<file path="config.mk">
export PLATFORM = sky130hd
export DESIGN_NAME = pipeline_exe
export DESIGN_NICKNAME = d
export VERILOG_FILES = /design/src/rtl/pipeline_exe.sv
export SDC_FILE = /design/constraint.sdc
export NUM_CORES = 2
export LEC_CHECK = 0
export ABC_AREA = 1
export CAP_MARGIN = 10
export CORE_UTILIZATION = 34
export CTS_CLUSTER_DIAMETER = 30
export DETAILED_ROUTE_END_ITERATION = 8
export PLACE_DENSITY = 0.5
export SETUP_SLACK_MARGIN = 0.4
export SLEW_MARGIN = 20
export SYNTH_ARGS = -nofsm -noshare
export SYNTH_HDL_FRONTEND = slang
export SYNTH_SLANG_ARGS = --single-unit
</file>
<file path="constraint.sdc">
create_clock -name clk -period 4.5 [get_ports clk]
set_clock_uncertainty 0.1 [all_clocks]
set_input_delay 0.9 -clock clk [delete_from_list [all_inputs] [get_ports clk]]
set_output_delay 0.9 -clock clk [all_outputs]
set_load 0.01 [all_outputs]
</file>
<file path="src/rtl/pipeline_exe.sv">
// Execute stage of the RV32IM pipeline: single-cycle ALU, branch, address and multiply,
// plus a radix-2 restoring divider that holds ID/EX while it iterates.
module pipeline_exe #(
    parameter int XLEN     = 32,
    parameter bit ENABLE_M = 1'b1
) (
    input  logic            clk,
    input  logic            rst_n,
    input  logic [6:0]      opcode_in,
    input  logic [4:0]      rd_in,
    input  logic [2:0]      funct3_in,
    input  logic [6:0]      funct7_in,
    input  logic [XLEN-1:0] imm_in,
    input  logic [XLEN-1:0] rs1_data_in,
    input  logic [XLEN-1:0] rs2_data_in,
    input  logic [XLEN-1:0] pc_in,
    output logic            stall_out,
    output logic            out_valid,
    output logic [6:0]      opcode_out,
    output logic [4:0]      rd_out,
    output logic [2:0]      funct3_out,
    output logic [XLEN-1:0] result_out,
    output logic [XLEN-1:0] store_data_out,
    output logic            br_taken_out,
    output logic [XLEN-1:0] br_target_out
);

    localparam logic [6:0] OPC_OP     = 7'b0110011;
    localparam logic [6:0] OPC_OP_IMM = 7'b0010011;
    localparam logic [6:0] OPC_LUI    = 7'b0110111;
    localparam logic [6:0] OPC_AUIPC  = 7'b0010111;
    localparam logic [6:0] OPC_JAL    = 7'b1101111;
    localparam logic [6:0] OPC_JALR   = 7'b1100111;
    localparam logic [6:0] OPC_BRANCH = 7'b1100011;
    localparam logic [6:0] OPC_LOAD   = 7'b0000011;
    localparam logic [6:0] OPC_STORE  = 7'b0100011;
    localparam logic [6:0] FUNCT7_M   = 7'b0000001;

    typedef enum logic [1:0] {IDLE, BUSY, DONE} state_t;

    state_t          state, state_next;
    logic [4:0]      count;
    logic            div_neg_a, div_neg_b, div_zero, div_is_rem;
    logic [XLEN-1:0] quot_r, rem_r, divisor_r;
    logic [4:0]      sv_rd;
    logic [2:0]      sv_funct3;
    logic [6:0]      sv_opcode;

    logic [XLEN-1:0] op_b, alu_res, sra_res, mul_res;
    logic [XLEN-1:0] ex_result, ex_target, div_result;
    logic            ex_valid, ex_taken, is_m, is_div, br_cond, div_signed;
    logic            mul_a_signed, mul_b_signed;
    logic [63:0]     mul_a, mul_b, mul_prod;
    logic [XLEN:0]   div_shift, div_trial;
    logic [XLEN-1:0] q_fixed, r_mag, r_fixed;

    // Combinational execute for everything that completes in one cycle.
    always_comb begin
        op_b         = (opcode_in == OPC_OP) ? rs2_data_in : imm_in;
        sra_res      = $signed(rs1_data_in) >>> op_b[4:0];
        is_m         = ENABLE_M && (opcode_in == OPC_OP) && (funct7_in == FUNCT7_M);
        is_div       = is_m && funct3_in[2];
        div_signed   = !funct3_in[0];
        mul_a_signed = (funct3_in[1:0] == 2'b01) || (funct3_in[1:0] == 2'b10);
        mul_b_signed = (funct3_in[1:0] == 2'b01);
        mul_a        = {{32{mul_a_signed & rs1_data_in[31]}}, rs1_data_in};
        mul_b        = {{32{mul_b_signed & rs2_data_in[31]}}, rs2_data_in};
        mul_prod     = mul_a * mul_b;
        mul_res      = (funct3_in[1:0] == 2'b00) ? mul_prod[31:0] : mul_prod[63:32];

        case (funct3_in)
            3'b000: alu_res = (opcode_in == OPC_OP && funct7_in[5]) ? rs1_data_in - op_b
                                                                    : rs1_data_in + op_b;
            3'b001: alu_res = rs1_data_in << op_b[4:0];
            3'b010: alu_res = {31'b0, $signed(rs1_data_in) < $signed(op_b)};
            3'b011: alu_res = {31'b0, rs1_data_in < op_b};
            3'b100: alu_res = rs1_data_in ^ op_b;
            3'b101: alu_res = funct7_in[5] ? sra_res : rs1_data_in >> op_b[4:0];
            3'b110: alu_res = rs1_data_in | op_b;
            default: alu_res = rs1_data_in & op_b;
        endcase

        case (funct3_in)
            3'b000:  br_cond = (rs1_data_in == rs2_data_in);
            3'b001:  br_cond = (rs1_data_in != rs2_data_in);
            3'b100:  br_cond = ($signed(rs1_data_in) < $signed(rs2_data_in));
            3'b101:  br_cond = ($signed(rs1_data_in) >= $signed(rs2_data_in));
            3'b110:  br_cond = (rs1_data_in < rs2_data_in);
            3'b111:  br_cond = (rs1_data_in >= rs2_data_in);
            default: br_cond = 1'b0;
        endcase

        ex_valid  = 1'b1;
        ex_result = '0;
        ex_taken  = 1'b0;
        ex_target = '0;
        case (opcode_in)
            OPC_OP: begin
                ex_valid  = ENABLE_M || (funct7_in != FUNCT7_M);
                ex_result = is_m ? mul_res : alu_res;
            end
            OPC_OP_IMM: ex_result = alu_res;
            OPC_LUI:    ex_result = imm_in;
            OPC_AUIPC:  ex_result = pc_in + imm_in;
            OPC_JAL: begin
                ex_result = pc_in + 32'd4;
                ex_taken  = 1'b1;
                ex_target = pc_in + imm_in;
            end
            OPC_JALR: begin
                ex_result = pc_in + 32'd4;
                ex_taken  = 1'b1;
                ex_target = (rs1_data_in + imm_in) & ~32'd1;
            end
            OPC_BRANCH: begin
                ex_taken  = br_cond;
                ex_target = pc_in + imm_in;
            end
            OPC_LOAD, OPC_STORE: ex_result = rs1_data_in + imm_in;
            default: ex_valid = 1'b0;
        endcase
    end

    // Divider datapath: one restoring step, and the final sign correction.
    always_comb begin
        div_shift  = {rem_r, quot_r[XLEN-1]};
        div_trial  = div_shift - {1'b0, divisor_r};
        r_mag      = div_zero ? quot_r : rem_r;
        r_fixed    = div_neg_a ? -r_mag : r_mag;
        q_fixed    = div_zero ? '1 : ((div_neg_a ^ div_neg_b) ? -quot_r : quot_r);
        div_result = div_is_rem ? r_fixed : q_fixed;
    end

    always_comb begin
        state_next = state;
        case (state)
            IDLE:    if (is_div) state_next = BUSY;
            BUSY:    if (count == 5'd31) state_next = DONE;
            DONE:    state_next = IDLE;
            default: state_next = IDLE;
        endcase
    end

    assign stall_out = (state == BUSY);

    always_ff @(negedge clk or negedge rst_n) begin
        if (!rst_n) state <= IDLE;
        else        state <= state_next;
    end

    // Divide-by-zero skips iteration so quot_r still holds |dividend| for the remainder.
    always_ff @(negedge clk or negedge rst_n) begin
        if (!rst_n) begin
            count          <= '0;
            div_neg_a      <= 1'b0;
            div_neg_b      <= 1'b0;
            div_zero       <= 1'b0;
            div_is_rem     <= 1'b0;
            quot_r         <= '0;
            rem_r          <= '0;
            divisor_r      <= '0;
            sv_rd          <= '0;
            sv_funct3      <= '0;
            sv_opcode      <= '0;
            out_valid      <= 1'b0;
            opcode_out     <= '0;
            rd_out         <= '0;
            funct3_out     <= '0;
            result_out     <= '0;
            store_data_out <= '0;
            br_taken_out   <= 1'b0;
            br_target_out  <= '0;
        end else begin
            count <= (state == BUSY) ? count + 5'd1 : 5'd0;
            case (state)
                IDLE: begin
                    if (is_div) begin
                        div_neg_a  <= div_signed & rs1_data_in[31];
                        div_neg_b  <= div_signed & rs2_data_in[31];
                        div_zero   <= (rs2_data_in == '0);
                        div_is_rem <= funct3_in[1];
                        quot_r     <= (div_signed & rs1_data_in[31]) ? -rs1_data_in : rs1_data_in;
                        divisor_r  <= (div_signed & rs2_data_in[31]) ? -rs2_data_in : rs2_data_in;
                        rem_r      <= '0;
                        sv_rd      <= rd_in;
                        sv_funct3  <= funct3_in;
                        sv_opcode  <= opcode_in;
                        out_valid  <= 1'b0;
                    end else begin
                        out_valid      <= ex_valid;
                        opcode_out     <= opcode_in;
                        rd_out         <= rd_in;
                        funct3_out     <= funct3_in;
                        result_out     <= ex_result;
                        store_data_out <= rs2_data_in;
                        br_taken_out   <= ex_taken;
                        br_target_out  <= ex_target;
                    end
                end
                BUSY: begin
                    if (!div_zero) begin
                        if (!div_trial[XLEN]) begin
                            rem_r  <= div_trial[XLEN-1:0];
                            quot_r <= {quot_r[XLEN-2:0], 1'b1};
                        end else begin
                            rem_r  <= div_shift[XLEN-1:0];
                            quot_r <= {quot_r[XLEN-2:0], 1'b0};
                        end
                    end
                end
                DONE: begin
                    out_valid      <= 1'b1;
                    opcode_out     <= sv_opcode;
                    rd_out         <= sv_rd;
                    funct3_out     <= sv_funct3;
                    result_out     <= div_result;
                    store_data_out <= '0;
                    br_taken_out   <= 1'b0;
                    br_target_out  <= '0;
                end
                default: ;
            endcase
        end
    end

endmodule
</file>
==> results.md <==
Clock network:
- TritonCTS built the clock tree.
- The clock-pin slew of the registers on the worst-case setup and hold paths is approximately 0.040 ns.
- The tree is rooted in a clkbuf_16.
- The number of hold buffers added after CTS was 0.
- In this run the number of H-tree levels came out at 2.
- The clock latency at the later pin of the worst-skew pair is approximately 0.64 ns.
- For this design, the sink count on the clock tree is ~230.
- The deepest clock path buffer count is 3.
- The number of buffers inserted during clock tree synthesis is 60.

Synth:
- The post-synthesis sequential element count is ~230.
- The top flip-flop cell by instance count after synthesis is dfrtn_1.
- The synthesized design spends more area on one cell type than any other, namely fa_1.
- Of the synthesized area, sequential elements account for 0.0820.
- The number of synthesis warnings is 0.
- The netlist area before placement is between 70000 and 80000 um^2.
- The area share of the largest cell type after synthesis is 0.317.
- Counting every net in the synthesized netlist gives approximately 12000.
- The proportion of register bits with asynchronous set or reset after synthesis is 1.00.
- The number of different library cells in the post-synthesis netlist is 61.
- After synthesis, the cell types taking the most area are fa_1 (32%), nand2_1 (14%), inv_1 (12%).
- After synthesis, the mean cell area works out to between 6 and 7 um^2.
- Synthesis handed over a netlist of between 10000 and 15000 instances.
- Yosys mapped a number of flops with a built-in enable equal to 0.

Outcome:
- The run finished, with violations left.
- The checks that failed: setup timing.

Placed design:
- The global placement routability congestion is 1.10.
- The count of buffers added on input and output ports is 265.
- The half-perimeter wire length after detailed placement is 364000 um.

Critical path:
- Among all stages on the critical path, the largest delay is contributed by fa_1.
- The worst setup path is captured at a flip-flop.
- Of all nets on the critical path, the largest fanout is 6.
- For this run, the slowest stage of the critical path takes between 0.5 and 0.6 ns.
- Data on the critical path arrives at its endpoint at between 8 and 9 ns.
- Data on the critical path is required at its endpoint by around 2.6 ns.
- The worst setup path is launched from an input pin.
- The cell seen most often among critical-path stages is fa_1.
- By startpoint and endpoint, the worst setup path is classified as in2reg.

Cells and area:
- The final layout net count is ~14000.
- The sequential cells in the finished layout cover a total of a little under 6000 um^2.
- The number of filler instances in the final layout is approximately 21000.
- The area growth from synthesis to final layout is 46.3%.
- The area used by multi-input combinational logic is roughly 60000 um^2.
- The share of final-layout standard cells stronger than drive strength 1 is 0.284.

Die:
- For this configuration, the core starts out at a cell density of 0.344.
- After floorplanning, the core was sized to cover around 210000 um^2.
- The number of placement rows is between 150 and 200.
- The die is between 400 and 500 um tall.
- The number of ports placed on the die boundary is about 270.
- The die is around 460 um wide.
- The floorplan step defined a die boundary enclosing 212000 um^2.

Global route:
- The aggregate global-route resource usage is 0.402.
- The maximum number of pins on one net before global-route repair is 67.
- The total congestion overflow after global routing is 0.
- The initial antenna violation count is between 40 and 50.
- The first-pass GRT wire length is between 600000 and 700000 um.
- The number of global-route vias before repair is approximately 80000.

Detailed routing:
- The vias after detailed routing is 81000.
- The via count normalized by instance count is 5.26.
- The number of remaining DRC errors is 0.
- The count of nets left with antenna violations once routing finished came out at 0.
- The number of optimization iterations in the first detailed-route pass is 6.
- In the final routed layout, each cell accounts on average for 27.8 um.
- The count of routing violations after the opening detailed-route iteration is 8312.
- Summed over all layers, the routed wires come to ~430000 um.

STA:
- Summed over all failing endpoints, the final setup total negative slack is -339.45 ns.
- Setup violations remaining at the end of the flow were counted as 335.
- The slack of the critical path is -5.93 ns.
- The final hold violation count is 0.
- Setup repair after global routing could not meet its margin everywhere.
- The relative slew slack is 0.265.
- The final max-slew violation count is 0.
- The actual slew at the worst max-slew pin is between 1 and 1.5 ns.

Flow run:
- Across the run, the number of max-cap violations was 0.

Min path:
- The class of the tightest hold or removal check is reg2reg.
-- timing repair --
action / in CTS / in global routing
pin swaps: 274 / 150
setup endpoints to repair: 342 / 342
resized for setup: 854 / 245
gates cloned: 6 / 1
buffers inserted: 131 / 35
-- worst paths after layout --
check                              from        endpoint  slack [ns]  cells past startpoint
max                        funct3_in[0]  result_out[11]       -5.93                     40
min                            count[0]        count[0]        0.29                      1
max reg2reg                    div_zero  result_out[28]        0.68                     16
min reg2reg                    count[0]        count[0]        0.29                      1
max in group asynchronous         rst_n      quot_r[28]        1.41                      2
min in group asynchronous         rst_n        rem_r[5]        2.17                      1
-- final cells by class --
type / instances / share of cell area
Antenna cell: 22 / 0.000527
Clock buffer: 69 / 0.0153
Clock inverter: 44 / 0.00697
Inverter: 2261 / 0.0830
Multi-Input combinational cell: 7311 / 0.576
Sequential cell: 234 / 0.0560
Tap cell: 2788 / 0.0334
Timing Repair Buffer: 2675 / 0.229
-- cell usage in the layout (no fill, tap or decap), types with 31 or more instances in the layout --
| cell | synthesis | layout |
|---|---|---|
| nor3_1 | 96 | 72 |
| nand2_1 | 2589 | 2415 |
| ha_4 | 0 | 100 |
| fa_2 | 0 | 40 |
| fa_1 | 1130 | 1090 |
| o21ai_0 | 534 | 319 |
| nor2_1 | 561 | 461 |
| inv_2 | 9 | 102 |
| nand2_2 | 5 | 124 |
| o21ai_1 | 42 | 202 |
| a21oi_2 | 1 | 76 |
| a31oi_1 | 62 | 51 |
| buf_4 | 14 | 2088 |
| clkbuf_16 | 0 | 64 |
| xor2_1 | 109 | 93 |
| nor2_4 | 4 | 66 |
| clkdlybuf4s50_1 | 0 | 171 |
| ha_1 | 482 | 381 |
| nand3_2 | 3 | 76 |
| dfrtn_1 | 234 | 234 |
| inv_1 | 2243 | 2116 |
| buf_2 | 57 | 38 |
| buf_12 | 0 | 198 |
| nand3_1 | 658 | 571 |
| o211ai_1 | 86 | 86 |
| buf_6 | 7 | 105 |
| o21ai_2 | 3 | 43 |
| xnor2_1 | 40 | 34 |
| nand4_1 | 75 | 75 |
| nand2_4 | 1 | 50 |
| or2_2 | 42 | 31 |
| a21oi_1 | 490 | 388 |
| nor2_2 | 6 | 44 |
-- logic make-up (layout without fill, tap and decap cells) --
| logic type | Yosys count | in the layout | synth area share |
|---|---|---|---|
| flip-flops | 234 | 234 | 0.0820 |
| adder cells (fa/ha/maj) | 1612 | 1612 | 0.401 |
| AO/OA/AOI/OAI | 1444 | 1444 | 0.115 |
| AND/OR/NAND/NOR | 4106 | 4106 | 0.237 |
| XOR/XNOR | 149 | 149 | 0.0183 |
| buffers and inverters | 2744 | 5049 | 0.147 |
| other | 0 | 22 | 0 |
-- cell usage after synthesis, types with 30 or more instances --
cell      instances
inv_1          2243
a31oi_1          62
nor4_1           33
a21o_1           30
o21ai_0         534
or2_2            42
xor2_1          109
nand3_1         658
ha_1            482
a21oi_1         490
clkbuf_1        350
nor2_1          561
fa_1           1130
nand4_1          75
buf_1            55
xnor2_1          40
o21bai_1         39
o211ai_1         86
nand2_1        2589
buf_2            57
dfrtn_1         234
o21ai_1          42
nor3_1           96
-- flip-flops by register name (all words and copies together), names as in the netlist, 7 cells and up --
register,count
divisor_r,32
rem_r,32
result_out,32
br_target_out,32
opcode_out,7
store_data_out,32
sv_opcode,7
quot_r,32
-- per-stage QoR --
stage,cell area [um^2],hold WS [ns],util,cells,worst slack (ns)
floorplan,75100,0.264,-,10300,-5.88
global placement,96300,0.282,0.463,15100,-7.28
detailed placement,96300,0.289,0.463,15100,-7.40
CTS,103000,0.289,0.497,15300,-5.88
global route,104000,0.317,0.503,15400,-6.20
finish,105000,0.289,0.503,15400,-5.93
-- layer usage --
layer | wire, um | GRT usage | vias up
li1 | - | - | 36100
met5 | 143 | 0 | -
met1 | 182000 | 0.552 | 40400
met3 | 39100 | 0.0794 | 712
met2 | 181000 | 0.597 | 3779
met4 | 25700 | 0.200 | 22
-- worst max-delay path, delay by kind of cell --
kind	cells	cell delay, ns
AO/OA/AOI/OAI	6	0.68
adder cells (fa/ha/maj)	10	4.69
buffers and inverters	14	1.31
AND/OR/NAND/NOR	10	0.92
Power is not shown: default switching activity piles up to over one toggle a cycle in this logic, so the estimate is an artifact.
